### src/rtl/vga_frame_capture.sv
// Frame grabber: converts active VGA pixels to 8-bit grayscale and writes the
// top-left IMG_W x IMG_H window into a single-port frame RAM, one frame per request.
module vga_frame_capture #(
    parameter int IMG_W  = 100,
    parameter int IMG_H  = 100,
    parameter int ADDR_W = 14
) (
    input  logic              clk,
    input  logic              rst,
    input  logic              pix_en,
    input  logic              hsync,
    input  logic              vsync,
    input  logic              blank_b,
    input  logic [7:0]        pix_r,
    input  logic [7:0]        pix_g,
    input  logic [7:0]        pix_b,
    input  logic              capture_req,
    output logic              capture_busy,
    output logic              capture_done,
    output logic              capture_err,
    output logic [ADDR_W-1:0] ram_address,
    output logic [31:0]       ram_data,
    output logic              ram_wren
);

    typedef enum logic [2:0] {S_IDLE, S_ARM, S_CAPTURE, S_DONE, S_ABORT} state_t;

    localparam logic [9:0] X_LIM = 10'(IMG_W);
    localparam logic [9:0] Y_LIM = 10'(IMG_H);

    state_t            state_q, state_d;
    logic              hs_q, vs_q, bl_q;
    logic [9:0]        x_q, y_q;
    logic [ADDR_W-1:0] addr_q;
    logic              fs, le, active, in_window, wr_fire;
    logic [9:0]        gray_sum;

    // hs_q is kept for debug visibility only; this sink marks it as intentionally unread.
    logic hs_dbg_unused;
    assign hs_dbg_unused = hs_q;

    // NOTE: sequential state uses non-blocking (<=) so every register samples pre-edge values.
    always_ff @(posedge clk or posedge rst) begin
        if (rst) begin
            hs_q <= 1'b1;
            vs_q <= 1'b1;
            bl_q <= 1'b0;
        end else if (pix_en) begin
            hs_q <= hsync;
            vs_q <= vsync;
            bl_q <= blank_b;
        end
    end

    assign fs        = pix_en & vs_q & ~vsync;
    assign le        = pix_en & bl_q & ~blank_b;
    assign active    = pix_en & blank_b;
    assign in_window = (x_q < X_LIM) && (y_q < Y_LIM);
    assign wr_fire   = (state_q == S_CAPTURE) && active && in_window && !fs;
    assign gray_sum  = {2'b00, pix_r} + {1'b0, pix_g, 1'b0} + {2'b00, pix_b};

    always_ff @(posedge clk or posedge rst) begin
        if (rst) state_q <= S_IDLE;
        else     state_q <= state_d;
    end

    // NOTE: every always_comb output gets a default first so no path can infer a latch.
    always_comb begin
        state_d      = state_q;
        capture_busy = (state_q != S_IDLE);
        capture_done = 1'b0;
        capture_err  = 1'b0;
        case (state_q)
            S_IDLE:    if (capture_req) state_d = S_ARM;
            S_ARM:     if (fs) state_d = S_CAPTURE;
            S_CAPTURE: begin
                if (fs)
                    state_d = S_ABORT;
                else if (le && (y_q + 10'd1 == Y_LIM))
                    state_d = S_DONE;
            end
            S_DONE: begin
                capture_done = 1'b1;
                state_d      = S_IDLE;
            end
            S_ABORT: begin
                capture_err = 1'b1;
                state_d     = S_IDLE;
            end
            default: state_d = S_IDLE;
        endcase
    end

    always_ff @(posedge clk or posedge rst) begin
        if (rst) begin
            x_q    <= '0;
            y_q    <= '0;
            addr_q <= '0;
        end else if (state_q == S_ARM && fs) begin
            x_q    <= '0;
            y_q    <= '0;
            addr_q <= '0;
        end else if (state_q == S_CAPTURE && !fs) begin
            if (active) begin
                if (x_q != 10'h3FF) x_q <= x_q + 10'd1;
                if (in_window)      addr_q <= addr_q + ADDR_W'(1);
            end else if (le) begin
                x_q <= '0;
                y_q <= y_q + 10'd1;
            end
        end
    end

    // Address and data are registered alongside the strobe so all three align at the RAM.
    always_ff @(posedge clk or posedge rst) begin
        if (rst) begin
            ram_wren    <= 1'b0;
            ram_address <= '0;
            ram_data    <= '0;
        end else begin
            ram_wren <= wr_fire;
            if (wr_fire) begin
                ram_address <= addr_q;
                ram_data    <= {24'h0, gray_sum[9:2]};
            end
        end
    end

endmodule

### config.mk
export PLATFORM = sky130hd
export DESIGN_NAME = vga_frame_capture
export DESIGN_NICKNAME = d
export VERILOG_FILES = /design/src/rtl/vga_frame_capture.sv
export SDC_FILE = /design/constraint.sdc
export NUM_CORES = 1
export LEC_CHECK = 0
export BUFFER_PORTS_ARGS = -buffer_cell sky130_fd_sc_hd__buf_2
export CAP_MARGIN = 25
export CORE_MARGIN = 1
export CORE_UTILIZATION = 40
export CTS_CLUSTER_SIZE = 20
export DETAILED_ROUTE_END_ITERATION = 10
export GPL_ROUTABILITY_DRIVEN = 0
export PLACE_DENSITY_LB_ADDON = 0.12
export RECOVER_POWER = 100
export SLEW_MARGIN = 20
export SYNTH_ARGS = -nofsm -noshare
export SYNTH_HDL_FRONTEND = slang
export SYNTH_SLANG_ARGS = --single-unit
### constraint.sdc
create_clock -name clk -period 2.7 [get_ports clk]
set_input_delay 0.675 -clock clk [delete_from_list [all_inputs] [get_ports clk]]
set_output_delay 0.675 -clock clk [all_outputs]
set_load 0.01 [all_outputs]
; Word level (Yosys, flattened, before mapping)
; Cells that the tools add are included.
[totals]
ff_bits = 62
in_bits = 31
word_cells = 73
out_inout_bits = 50
[classes]
n_eq_ne = 11
n_bitwise = 7
n_mux = 20
magnitude_cmp = 2
n_reduce_logical = 19
n_addsub = 5
[ops]
columns = operator, n
row1 = 2-to-1 mux 10 bit, 9
row2 = 2-to-1 mux 14 bit, 4
row3 = "adder 10 x 1 -> 10 bit, second input constant", 2
row4 = "less-than comparator 10 x 7 -> 1 bit, second input constant", 2
row5 = "adder 14 x 1 -> 14 bit, second input constant", 1
row6 = 2-to-1 mux 3 bit, 4
row7 = AND reduction 3 bit, 4
row8 = adder 10 x 8 -> 10 bit, 1
row9 = adder 8 x 9 -> 10 bit, 1
row10 = "== test 10 x 7 -> 1 bit, second input constant", 1
row11 = "inequality test 10 bit, second input constant", 1
row12 = case mux 3 bit (3 select lines), 1
row13 = nonzero test 2 bit, 4
row14 = logical AND 1 bit, 7
row15 = "== test 3 x 2 -> 1 bit, second input constant", 2
row16 = nonzero test 3 bit, 2
row17 = AND 1 bit, 5
row18 = "inequality test 2 bit, second input constant", 2
row19 = "== test 3 x 1 -> 1 bit, second input constant", 1
row20 = "== test 3 bit, second input constant", 1
row21 = logical NOT 3 bit, 1
row22 = "inequality test 3 x 1 -> 1 bit, second input constant", 1
row23 = "inequality test 3 x 2 -> 1 bit, second input constant", 1
row24 = 2-to-1 mux 1 bit, 2
row25 = 3 further kinds, 4

; Logic depth before layout (Yosys ltp)
[depth]
ltp_word = 6
mapped_depth = 9
mapped_depth_nobuf = 9

; Worst setup path before layout
; No wires, ideal clock.
[synth_timing]
kind = input to register
start = input port pix_r[1]
end = register ram_data[5]
cell_stages = 9
setup_ns = 0.126
n_path_buf = 0
setup_slack_ns = 0.182
arrival_ns = 2.392
path_cell_list = inv_1 -> fa_1 -> nor2_1 -> fa_1 -> a211oi_1 -> o21bai_1 -> a21oi_1 -> xor2_1 -> o21ai_0
[synth_via]
elab_chain_cells = 2
[synth_rtl]
columns = element, line
row1 = "start, declared", 14  ; input logic [7:0] pix_r,
row2 = adder 8 x 9 -> 10 bit, 60  ; assign gray_sum = {2'b00, pix_r} + {1'b0, pix_g, 1'b0} + {2'b00, pix_b};
row3 = adder 10 x 8 -> 10 bit, 60
row4 = "end signal, assigned", 124  ; ram_data <= {24'h0, gray_sum[9:2]};
row5 = "end, declared", 22  ; output logic [31:0] ram_data,
; No other way between the ends.
; A chain may end at the register's enable or synchronous reset.

; Worst setup path after layout
[layout_timing]
start = input port pix_en
end = register ram_data[7]
[layout_via]
elab_chain_cells = 4
elab_cells_between_ends = 7
[layout_rtl]
columns = element, line
row1 = "start, declared", 10  ; input logic pix_en,
row2 = AND 1 bit (on tied branches), "55, 57"
row3 = AND 1 bit / logical AND 1 bit (equally long branches), "55, 59"
row4 = logical NOT 1 bit / logical AND 1 bit (equally long branches), 59  ; assign wr_fire = (state_q == S_CAPTURE) && active && in_window && !fs;
row5 = logical AND 1 bit *, 59
; Mark *: on every way between the ends. The rest lies on a longest branch, timed or not.

==> flow_metrics.tcl <==
set metrics [dict create \
    outcome "completed" \
    synth_fa_ha_area_frac 0.07923 \
    cp_top_family "buffers and inverters" \
    crit_path_end "ram_data[7]$_DFFE_PP0P_" \
    crit_cells 8 \
    dpl.hpwl_um 5672 \
    dp_cells 580 \
    max_freq_ghz 0.4216 \
    path_cells "clkbuf_1 -> nand3b_1 -> o2111ai_1 -> clkbuf_1 -> nor2_1 -> clkbuf_1 -> clkbuf_1 -> o21a_1" \
    antenna_found_initial 0 \
    clockBufferDepth 2 \
    cts.htree.levels 3 \
    setup_violations 0 \
    tightest_slew_ns 0.9888 \
    worst-r2r-setup-slack_ns 0.33 \
    clkSinkCount 62 \
    p_leak_nw 1.949 \
    crit_buf_inv 4 \
    fin_skew_ns 0.006182 \
    die_w_um 98.94 \
    hold_class "reg2reg" \
    combPwrFrac 0.188 \
    syn2layout_area_growth_pct 12.35 \
    clk_pin_slew_ns 0.07 \
    ys_seq_area_frac 0.4131 \
    syn_inst 418 \
    drt_iter0_drc 96 \
    cts_made_buffers 9 \
    hold_buffers 0 \
    avgSynthCellArea_um2 8.992 \
    cts_tree "yes" \
    synth_edf_count 0 \
    synthArstFlopShare 1.000 \
    dp_slack_ns 0.02029 \
    grt_start_max_net_pins 39 \
    slew_headroom 0.3408 \
    power_frac_seq 0.463 \
    path_max_fanout 16 \
    ir_drop_mv 0.2931 \
    num_vias 3057 \
    grt_overflow_total 0 \
    postCtsSetupBuffers 0 \
    worst_r2r_path_depth 5 \
    post-route-drc-count 0 \
    final_util 0.4614 \
    synth_area_um2 3759 \
    num_antenna_cells 0 \
    fin_ws_ns 0.3279 \
    ys_types 52 \
    drtPass1Iterations 4 \
    synth.area.mux_share 0.008655 \
    placed_area_um2 4114 \
    r2r_start "y_q[4]$_DFFE_PP0P_" \
    synth_top_family_by_area "simple AND/OR/NAND/NOR gates" \
    ios 81 \
    finalPower_mw 2.307 \
    routed_via_density 5.129 \
    dieHeight_um 98.94 \
    drtAntennaViolNets 0 \
    switching_share 0.3055 \
    holdWs_ns 0.4638 \
    route.met3.wl_um 284 \
    dr.max_layer_used "met4" \
    track_usage 0.1775 \
    nNetsFinal 530 \
    synth-seq-cells 62 \
    required_ns 2.94 \
    synth-simple-area-share 0.2457 \
    criticalPathCategory "in2reg" \
    r2r_end "addr_q[9]$_DFFE_PP0P_" \
    internal_power_mw 1.602 \
    finalMaxSlewViolations 0 \
    drive_gt1_frac 0.1258 \
    drt-met1-wl_um 3751 \
    clk_latency_ns 0.34 \
    powerDensity_nw_per_um2 546.2 \
    synth_compound_area_frac 0.1322 \
    worstHoldStart "ram_address[7]$_DFFE_PP0P_" \
    switchingPower_mw 0.7047 \
    fp.coreArea_um2 9153 \
    finalCriticalPeriod_ns 2.372 \
    critPathSlowestCell "clkbuf_1" \
    final_common_cell "nand2_1" \
    start_util 0.4107 \
    final_cells 596 \
    wl_um 7916 \
    synth_xor_area_frac 0.03728 \
    cts.repair.resized 0 \
    clock-root-buffer "clkbuf_8" \
    max_stage_delay_ns 0.45 \
    cap_viol_max_count 0 \
    yosys_warnings 0 \
    final.period_utilization 0.8785 \
    cp_common_cell "clkbuf_1" \
    rows 35 \
    cp-end-kind "register" \
    critPathLaunchType "input port" \
    grt_pass1_vias 2902 \
    wire_per_inst_um 13.28 \
    rsz0062_at_grt "false" \
    ys.flop_type "dfrtp_1" \
    arrival_ns 2.61 \
    startpoint "pix_en" \
    layout_common_cells "nand2_1 (77), dfrtp_1 (61), clkbuf_1 (34)" \
    die_area_um2 9788 \
    finalHoldViolCount 0 \
    portBuffers 55 \
    tns_ns 0 \
    grt_pass1_wl_um 13790 \
    p_clk_frac 0.349 \
    routed-wl-met2_um 3817 \
    design_area_um2 4223 \
]
==> layer usage <==
layer	up-vias	track usage
li1	1538	-
met1	1463	0.2317
met2	50	0.2948
met3	6	0.04823
met4	0	0.03904
met5	-	0
==> Yosys cell counts, types with 3 or more instances <==
cell type	instances	area, um^2
dfrtp_1	61	1526
xor2_1	5	43.79
or2_2	4	25.02
nand2b_1	4	25.02
nor2b_1	4	25.02
buf_4	26	195.2
nor3_1	8	40.04
o21ai_0	32	160.2
xnor2_1	11	96.34
nand3_1	16	80.08
or3_1	7	43.79
clkbuf_1	11	41.29
nor4_1	7	43.79
ha_1	11	137.6
o211ai_1	3	22.52
nand4_1	7	43.79
nand2_1	77	289.0
nor3b_1	5	37.54
inv_1	13	48.80
a21oi_1	12	60.06
o31ai_1	13	97.59
and3_1	8	50.05
fa_1	8	160.2
nor2_1	26	97.59
==> flip-flops by register name (all words and copies together) (netlist names) <==
signal	count
addr_q	14
ram_address	14
x_q	10
y_q	10
ram_data	8
state_q	3
bl_q	1
ram_wren	1
vs_q	1
==> worst register-to-register path: cells and delay by family, from the launching register on <==
family	cells	cell delay [ns]
AO/OA/AOI/OAI	2	0.51
flip-flops	1	0.50
AND/OR/NAND/NOR	3	1.30
==> how the worst min path moves through the flow <==
stage / cells past startpoint / end / slack, ns
floorplan: 2 / ram_address[13]$_DFFE_PP0P_ / 0.45
global placement: 2 / ram_address[8]$_DFFE_PP0P_ / 0.44
detailed placement: 2 / ram_address[0]$_DFFE_PP0P_ / 0.45
CTS: 2 / state_q[2]$_DFFE_PP0P_ / 0.38
global route: 2 / ram_data[0]$_DFFE_PP0P_ / 0.49
finish: 2 / ram_address[7]$_DFFE_PP0P_ / 0.46
==> kinds of logic after synthesis <==
group,after synthesis
AOI/OAI and AO/OA,77
and+or+nand+nor,186
xor gates and xnor gates,16
muxes,3
buffers and inverters,54
DFF,62
adders and majority gates,19
other,1
==> area by class of cell <==
type	count	area [um^2]
Clock inverter	6	62.56
Inverter	13	48.80
Fill cell	936	4930
Sequential cell	62	1553
Multi-Input combinational cell	325	1971
Tap cell	111	138.9
Timing Repair Buffer	69	321.6
Clock buffer	10	127.6
==> power by group through the flow <==
stage | Sequential (mW) | Clock [mW] | Combinational (mW)
CTS | 1.07 | 0.830 | 0.466
global route | 1.08 | 0.869 | 0.498
finish | 1.07 | 0.804 | 0.434
detailed placement | 1.09 | 0 | 0.463
floorplan | 1.09 | 0 | 0.298
global placement | 1.09 | 0 | 0.458
No activity file was read; power rests on OpenSTA's default activity.
